===== src/rtl/model_share_arbiter.sv =====
`default_nettype none
// ============================================================================
//  Module   : model_share_arbiter
//  Purpose  : Lets NREQ requesters share one fixed-point model instance.
//             A requester is picked round-robin, its operands are registered
//             and held on model_a/model_b, the model is strobed once, and the
//             result is returned after MODEL_LATENCY cycles, tagged with the
//             requester id, over a valid/ready response channel. Only one
//             operation is in flight at a time.
//  Ports    : clk, rst_n         - clock, synchronous active-low reset
//             req_valid/ready    - per-requester request, one-hot accept
//             req_a/req_b        - packed operands, requester i in slice i
//             model_a/b/stb      - operands and evaluate strobe to the model
//             model_c            - model result
//             rsp_valid/ready    - response handshake
//             rsp_c/rsp_id       - captured result and served requester id
//             busy               - high whenever the FSM is not idle
//  Revision : 1.0  initial release
// ============================================================================
module model_share_arbiter #(
    parameter int NREQ          = 4,
    parameter int A_WIDTH       = 18,
    parameter int A_EXPONENT    = -12,
    parameter int B_WIDTH       = 18,
    parameter int B_EXPONENT    = -8,
    parameter int C_WIDTH       = 18,
    parameter int MODEL_LATENCY = 2
) (
    input  logic                      clk,
    input  logic                      rst_n,
    input  logic [NREQ-1:0]           req_valid,
    output logic [NREQ-1:0]           req_ready,
    input  logic [NREQ*A_WIDTH-1:0]   req_a,
    input  logic [NREQ*B_WIDTH-1:0]   req_b,
    output logic [A_WIDTH-1:0]        model_a,
    output logic [B_WIDTH-1:0]        model_b,
    output logic                      model_stb,
    input  logic [C_WIDTH-1:0]        model_c,
    output logic                      rsp_valid,
    input  logic                      rsp_ready,
    output logic [C_WIDTH-1:0]        rsp_c,
    output logic [$clog2(NREQ)-1:0]   rsp_id,
    output logic                      busy
);

    localparam int c_ID_W     = $clog2(NREQ);
    localparam int c_CNT_W    = (MODEL_LATENCY > 1) ? $clog2(MODEL_LATENCY) : 1;
    localparam logic [c_CNT_W-1:0] c_LAT_LOAD = c_CNT_W'(MODEL_LATENCY - 1);

    // The exponents only document the fixed-point formats; they are checked
    // here for sanity so a wildly wrong instantiation is caught at elaboration.
    generate
        if (NREQ < 2 || NREQ > 16 || MODEL_LATENCY < 1 ||
            A_EXPONENT < -256 || A_EXPONENT > 256 ||
            B_EXPONENT < -256 || B_EXPONENT > 256) begin : g_bad_params
            $error("model_share_arbiter: parameter out of range");
        end
    endgenerate

    typedef enum logic [1:0] {
        S_IDLE  = 2'd0,
        S_ISSUE = 2'd1,
        S_WAIT  = 2'd2,
        S_RESP  = 2'd3
    } state_t;

    state_t                 r_state;
    state_t                 w_state_nxt;
    logic [c_ID_W-1:0]      r_rr_ptr;
    logic [c_CNT_W-1:0]     r_cnt;
    logic [A_WIDTH-1:0]     r_model_a;
    logic [B_WIDTH-1:0]     r_model_b;
    logic [C_WIDTH-1:0]     r_rsp_c;
    logic [c_ID_W-1:0]      r_rsp_id;

    logic                   w_grant_found;
    logic [c_ID_W-1:0]      w_grant_id;
    logic [c_ID_W:0]        w_idx_ext;
    logic [c_ID_W-1:0]      w_rr_next;

    // Round-robin search starting at r_rr_ptr. The loop runs from the far
    // end back toward the pointer so the last hit written is the closest one,
    // giving priority without needing an early exit.
    always_comb begin
        w_grant_found = 1'b0;
        w_grant_id    = '0;
        w_idx_ext     = '0;
        for (int k = NREQ - 1; k >= 0; k--) begin
            w_idx_ext = {1'b0, r_rr_ptr} + (c_ID_W + 1)'(k);
            if (w_idx_ext >= (c_ID_W + 1)'(NREQ)) begin
                w_idx_ext = w_idx_ext - (c_ID_W + 1)'(NREQ);
            end
            if (req_valid[w_idx_ext[c_ID_W-1:0]]) begin
                w_grant_found = 1'b1;
                w_grant_id    = w_idx_ext[c_ID_W-1:0];
            end
        end
    end

    assign w_rr_next = (w_grant_id == c_ID_W'(NREQ - 1)) ? '0 : w_grant_id + 1'b1;

    // Accept pulse is suppressed while reset is asserted so nothing looks
    // accepted on an edge that will not actually take the request.
    always_comb begin
        req_ready = '0;
        if (rst_n && (r_state == S_IDLE) && w_grant_found) begin
            req_ready[w_grant_id] = 1'b1;
        end
    end

    always_comb begin
        w_state_nxt = r_state;
        case (r_state)
            S_IDLE:  if (w_grant_found) w_state_nxt = S_ISSUE;
            S_ISSUE: w_state_nxt = S_WAIT;
            S_WAIT:  if (r_cnt == '0) w_state_nxt = S_RESP;
            S_RESP:  if (rsp_ready) w_state_nxt = S_IDLE;
            default: w_state_nxt = S_IDLE;
        endcase
    end

    always_ff @(posedge clk) begin
        if (!rst_n) begin
            r_state <= S_IDLE;
        end else begin
            r_state <= w_state_nxt;
        end
    end

    always_ff @(posedge clk) begin
        if (!rst_n) begin
            r_rr_ptr  <= '0;
            r_cnt     <= '0;
            r_model_a <= '0;
            r_model_b <= '0;
            r_rsp_c   <= '0;
            r_rsp_id  <= '0;
        end else begin
            case (r_state)
                S_IDLE: begin
                    if (w_grant_found) begin
                        r_model_a <= req_a[w_grant_id*A_WIDTH +: A_WIDTH];
                        r_model_b <= req_b[w_grant_id*B_WIDTH +: B_WIDTH];
                        r_rsp_id  <= w_grant_id;
                        r_rr_ptr  <= w_rr_next;
                    end
                end
                S_ISSUE: r_cnt <= c_LAT_LOAD;
                S_WAIT: begin
                    if (r_cnt != '0) begin
                        r_cnt <= r_cnt - 1'b1;
                    end else begin
                        r_rsp_c <= model_c;
                    end
                end
                default: ;
            endcase
        end
    end

    assign model_a   = r_model_a;
    assign model_b   = r_model_b;
    assign model_stb = (r_state == S_ISSUE);
    assign rsp_valid = (r_state == S_RESP);
    assign rsp_c     = r_rsp_c;
    assign rsp_id    = r_rsp_id;
    assign busy      = (r_state != S_IDLE);

endmodule
`default_nettype wire


===== config.mk =====
export PLATFORM = sky130hd
export DESIGN_NAME = model_share_arbiter
export DESIGN_NICKNAME = d
export VERILOG_FILES = /design/src/rtl/model_share_arbiter.sv
export SDC_FILE = /design/constraint.sdc
export NUM_CORES = 1
export LEC_CHECK = 0
export BUFFER_PORTS_ARGS = -buffer_cell sky130_fd_sc_hd__buf_2
export CELL_PAD_IN_SITES_DETAIL_PLACEMENT = 1
export CELL_PAD_IN_SITES_GLOBAL_PLACEMENT = 2
export CORE_MARGIN = 8
export CORE_UTILIZATION = 22
export CTS_CLUSTER_DIAMETER = 60
export DETAILED_ROUTE_END_ITERATION = 8
export PLACE_DENSITY_LB_ADDON = 0.15
export SYNTH_ARGS = -nofsm -noshare
export SYNTH_HDL_FRONTEND = slang
export SYNTH_SLANG_ARGS = --single-unit

===== constraint.sdc =====
create_clock -name clk -period 2.35 [get_ports clk]
set_input_delay 0.5875 -clock clk [delete_from_list [all_inputs] [get_ports clk]]
set_output_delay 0.5875 -clock clk [all_outputs]
set_load 0.01 [all_outputs]

# == After elaboration in Yosys (flattened, before gate mapping) ==
# Cells that the tools add are included.
# W data, S select, Z words.
# word_totals
regBits,61
in_bits,169
# classes
add_sub_neg,9
muxes,30
n_reduce_logical,9
order_cmp,10
n_eq_ne,7
n_mul,1
bitwise_logic,1
n_shift,2
# ops
cell,n
$shiftx A72 B8 Y18,2
$mux W2,12
$lt A2 B3 Y1 const B,5
$mux W1,10
$ge A3 B3 Y1 const B,3
$bmux W1 S2,4
$pmux W2 S4,1
$sub A2 B1 Y2 const B,4
$add A2 B2 Y3 const B,2
$eq A2 B2 Y1 const B,3
$mul A2 B4 Y6 const B,1
$mux W4,1
$ne A2 B2 Y1 const B,2
$reduce_and A2 Y1,2
$reduce_bool A2 Y1,2
$add A2 B1 Y3 const B,1
$ge A2 B3 Y1 const B,1
$logic_and A1 B1 Y1,3
$reduce_and A3 Y1,1
$add A2 B1 Y2 const B,1
$demux W1 S2,1
$eq A2 B1 Y1 const B,1
$ge A2 B1 Y1 const B,1
$logic_not A2 Y1,1
other kinds (4),4

# == Longest topological paths before layout ==
# depth
depth_word,14
ltp_mapped,9
depth_no_buf,6

# == Worst setup path after synthesis ==
# No wires, ideal clock.
# synth_path
path_kind,in2out
from,input req_valid[0]
to,output req_ready[3]
n_path_buf,3
arrival_ns,1.734
t_required_ns,1.762
slack_ns,0.028
path_stages,8
cell_sequence,a21oi_1 > o21ai_1 > o2bb2a_1 > buf_2 > buf_6 > buf_6 > ha_1 > and3_1
# synth_via
elab_chain_len,11
word_cells_on_any_way,23
cone_classes,order compare: 2; mux: 19; reduce/logical: 2
# synth_lines
element,line_no,text
start: declaration,31,"input logic [NREQ-1:0] req_valid,"
$bmux W1 S2,93,if (req_valid[w_idx_ext[c_ID_W-1:0]]) begin
$mux W1 (not written as such),93,
$mux W2 (4 in series),93,
$lt A2 B3 Y1 (not written as such) / $ge A2 B1 Y1 (equally long branches),107,req_ready[w_grant_id] = 1'b1;
$logic_and A1 B1 Y1 (not written as such),107,
$mux W1 (not written as such),107,
$demux W1 S2,107,
$mux W4 *,106,if (rst_n && (r_state == S_IDLE) && w_grant_found) begin
end: declaration,32,"output logic [NREQ-1:0] req_ready,"
# Every way passes the cells marked *; elsewhere a longest branch is shown, timed or not. The select of a mux whose other input is x is not followed.

# == Worst setup path in the final report ==
# layout_path
from,register r_rr_ptr[1]
to,output req_ready[3]
# layout_via
elab_chain_len,14
word_cells_on_any_way,38
cone_classes,add/sub: 7; order compare: 6; mux: 23; reduce/logical: 2
# layout_lines
element,line_no,text
start: declaration,69,logic [c_ID_W-1:0] r_rr_ptr;
start signal: assignment,145,r_rr_ptr <= w_rr_next;
$add A2 B2 Y3,89,"w_idx_ext = {1'b0, r_rr_ptr} + (c_ID_W + 1)'(k);"
$ge A3 B3 Y1 / $sub A2 B1 Y2 (equally long branches),"90, 91",
$mux W2,90,if (w_idx_ext >= (c_ID_W + 1)'(NREQ)) begin
$bmux W1 S2,93,
$mux W1 (not written as such),93,
$mux W2 (4 in series),93,
$lt A2 B3 Y1 (not written as such) / $ge A2 B1 Y1 (equally long branches),107,
$logic_and A1 B1 Y1 (not written as such),107,
$mux W1 (not written as such),107,
$demux W1 S2,107,
$mux W4 *,106,
# Marks and branches as above.

==> insert_results.sql <==
INSERT INTO impl_metrics (metric_group, metric, value, unit) VALUES
('outcome', 'outcome', 'complete, but fails checks', ''),
('outcome', 'failed_checks', 'setup timing', ''),
('synthesis', 'synthCells', '340', ''),
('grt', 'grt_use_met3', '4.89', '%'),
('route', 'avgViaCountPerCell', '4.46', ''),
('route', 'post_drt_wl_per_cell', '18.1', 'um'),
('placed_design', 'dpl.hpwl', '11200', 'um'),
('grt', 'busiest_layer', 'met2', ''),
('power', 'cellPowerDensity', '1130', 'nW/um2'),
('floorplanning', 'rows', '45', ''),
('synthesis', 'syn_std_cell_area', '3350', 'um2'),
('synthesis', 'fraction_of_synthesized_area_in_multiplexers', '21.8', '%'),
('sta', 'setup_slack', '-0.0197', 'ns'),
('hold_path', 'min_delay_path_depth', '2', ''),
('sta', 'fin_crit_sh', '101', '%'),
('clock_tree', 'cts-root-to-sink-buffers', '2', ''),
('synthesis', 'ys_warn_count', '0', ''),
('route', 'final_wirelength', '13900', 'um'),
('synthesis', 'synth_sequential_area_ratio', '36.4', '%'),
('floorplanning', 'die_h', '139', 'um'),
('cells_and_area', 'nets', '751', ''),
('route', 'detail_route.first_pass.iterations', '4', ''),
('clock_tree', 'clock-root-buffer', 'sky130_fd_sc_hd__clkbuf_16', ''),
('route', 'first_iter_violations', '80', ''),
('hold_path', 'min-delay-path-class', 'flip-flop to flip-flop', ''),
('worst_setup_path', 'worstPathBufferInverterCount', '1', ''),
('floorplanning', 'core-area', '15000', 'um2'),
('cells_and_area', 'layout.cells.most_common_list', 'sky130_fd_sc_hd__buf_2, sky130_fd_sc_hd__nand2_1, sky130_fd_sc_hd__mux2i_1', ''),
('grt', 'grt_first_pass_wirelength', '21500', 'um'),
('synthesis', 'synth_cell_types', '29', ''),
('route', 'detail-route-antenna-nets', '0', ''),
('grt', 'grt_antenna_before_repair', '0', ''),
('route', 'drc', '0', ''),
('clock_tree', 'clkSlewWorstSetupHoldPaths', '0.06', 'ns'),
('worst_setup_path', 'critical-path-top-delay-family', 'flip-flops', ''),
('synthesis', 'synth_top_family_by_area', 'multiplexers', ''),
('synthesis', 'synth.ff_latch_count', '61', ''),
('worst_setup_path', 'criticalPathCategory', 'flip-flop to output pin', ''),
('cells_and_area', 'fillers', '1814', ''),
('power', 'power_leakage', '2.41', 'nW'),
('cells_and_area', 'syn2layout_area_growth', '52.3', '%'),
('grt', 'met1_usage', '15.4', '%'),
('synthesis', 'share_of_the_synthesized_area_in_compound_gates_ao_oa_aoi_oai', '20.7', '%'),
('sta', 'final.min_clock_period', '2.37', 'ns'),
('clock_tree', 'number_of_buffers_inserted_during_clock_tree_synthesis', '9', ''),
('cells_and_area', 'post_route_cells_drive_above_1_share', '51.7', '%'),
('worst_setup_path', 'critical_path.endpoint_type', 'output pin', ''),
('grt', 'overflow', '0', ''),
('grt', 'largest_net_degree_at_the_start_of_global_routing', '37', ''),
('floorplanning', 'die_w', '139', 'um'),
('route', 'num_vias', '3435', ''),
('sta', 'finalMaxSlewViolations', '0', ''),
('sta', 'holdWs', '0.455', 'ns'),
('sta', 'clock-skew-final', '0.00823', 'ns'),
('sta', 'setup_tns', '-0.0197', 'ns'),
('synthesis', 'synth_simple_gate_area_share', '12.8', '%'),
('worst_setup_path', 'worstSetupPathDepth', '6', ''),
('synthesis', 'synth_xor_xnor_area_share', '0', '%'),
('sta', 'setup_viol', '1', ''),
('clock_tree', 'clock_tree.htree_level_count', '3', ''),
('clock_tree', 'tritoncts', 'built', ''),
('job', 'maxCapViolCount', '0', ''),
('sta', 'tightest_slew', '0.698', 'ns'),
('placed_design', 'portBuffers', '231', ''),
('power', 'power.total', '5.76', 'mW'),
('sta', 'timing.slew.headroom', '53.4', '%'),
('grt', 'grt.total_usage', '14.2', '%'),
('synthesis', 'synth_adder_area_share', '1.87', '%'),
('cells_and_area', 'regArea', '1220', 'um2'),
('worst_setup_path', 'startpoint_type', 'flip-flop', ''),
('cells_and_area', 'antennaDiodeCount', '0', '');
layout make-up:
| cell class | instances | area share (%) |
|---|---|---|
| Inverter | 6 | 0.441 |
| Sequential cell | 61 | 24.0 |
| Multi-Input combinational cell | 246 | 38.4 |
| Timing Repair Buffer | 253 | 26.8 |
| Clock buffer | 10 | 4.49 |
| Clock inverter | 6 | 1.25 |
| Tap cell | 188 | 4.61 |
sequential cells by signal, summed over array words and instances (netlist names):
name      count
r_rr_ptr      2
rsp_id        2
r_cnt         1
model_b      18
model_a      18
rsp_c        18
r_state       2
through the flow:
stage / instance area [um2] / instances / worst slack (ns) / util (%)
after global routing: 5100 / 770 / -0.120 / 33.9
after detailed placement: 4750 / 752 / -0.0136 / 31.6
after CTS: 5090 / 770 / -0.0580 / 33.8
after global placement: 4750 / 752 / -0.0110 / 31.6
final: 5100 / 770 / -0.0197 / 33.9
after floorplan: 3350 / 340 / 0.0282 / -
cells in the mapped netlist:
master                      n  area (um2)
sky130_fd_sc_hd__a311oi_4   1        26.3
sky130_fd_sc_hd__o211a_1    1        10.0
sky130_fd_sc_hd__buf_12     2        40.0
sky130_fd_sc_hd__a221oi_1   1        8.76
sky130_fd_sc_hd__nor4_1     1        6.26
sky130_fd_sc_hd__nand3_4    1        17.5
sky130_fd_sc_hd__mux2i_1   73         731
sky130_fd_sc_hd__o21ai_1    1        5.00
sky130_fd_sc_hd__o221ai_1  16         140
sky130_fd_sc_hd__buf_4      1        7.51
sky130_fd_sc_hd__ha_1       5        62.6
sky130_fd_sc_hd__o2bb2a_1   1        10.0
sky130_fd_sc_hd__nand2b_1   3        18.8
sky130_fd_sc_hd__o221ai_2  20         300
sky130_fd_sc_hd__nand3b_4   1        20.0
sky130_fd_sc_hd__clkbuf_1   6        22.5
sky130_fd_sc_hd__nand2_1   80         300
sky130_fd_sc_hd__buf_1      1        3.75
sky130_fd_sc_hd__buf_6      5        56.3
sky130_fd_sc_hd__o31ai_1    2        15.0
sky130_fd_sc_hd__and3_1     1        6.26
sky130_fd_sc_hd__buf_2     12        60.1
sky130_fd_sc_hd__inv_1      6        22.5
sky130_fd_sc_hd__a21boi_0  21         158
sky130_fd_sc_hd__a21oi_1    4        20.0
sky130_fd_sc_hd__and2_1     2        12.5
sky130_fd_sc_hd__nor2b_1    3        18.8
sky130_fd_sc_hd__nor2_1     8        30.0
sky130_fd_sc_hd__dfxtp_1   61        1220
path summary, 6_finish.rpt:
check / startpoint / endpoint / slack [ns]
setup / recovery: r_rr_ptr[1]$_SDFFE_PN0P_ / req_ready[3] / -0.02
hold / removal: model_a[9]$_SDFFE_PN0P_ / model_a[9]$_SDFFE_PN0P_ / 0.46
setup reg to reg: r_rr_ptr[1]$_SDFFE_PN0P_ / model_b[16]$_SDFFE_PN0P_ / 0.32
hold reg to reg: model_a[9]$_SDFFE_PN0P_ / model_a[9]$_SDFFE_PN0P_ / 0.46
metal layers:
metal | wire length [um] | vias up | part of all wire (%)
met3 | 901 | 15 | 6.5
met4 | 225 | 0 | 1.6
met1 | 5580 | 1600 | 40
met5 | 0 | - | 0
met2 | 7220 | 117 | 52
li1 | - | 1703 | -
cell families (layout without fill, tap and decap cells):
group | count (synthesis) | count (layout)
simple gates | 100 | 100
mux | 73 | 73
compound gates | 68 | 68
flops | 61 | 61
buf+inv | 33 | 275
fa+ha+maj | 5 | 5
power breakdown:
part	internal, mW	total [mW]	switching, mW
Sequential	1.44	1.65	0.217
Clock	0.818	1.32	0.500
Combinational	1.26	2.79	1.53
Total	3.52	5.76	2.25
worst min-delay path: stages (launching register included):
cell and delay, ns:
sky130_fd_sc_hd__dfxtp_1 0.31, sky130_fd_sc_hd__nand2_1 0.06, sky130_fd_sc_hd__o221ai_2 0.05
repair_timing:
item,in CTS,in global routing
hold buffers,0,0
hold endpoints to repair,0,0
pin swaps,3,0
gates resized for setup,9,4
setup buffers,2,0
setup endpoints to repair,4,4
No activity file was read; power rests on OpenSTA's default activity.
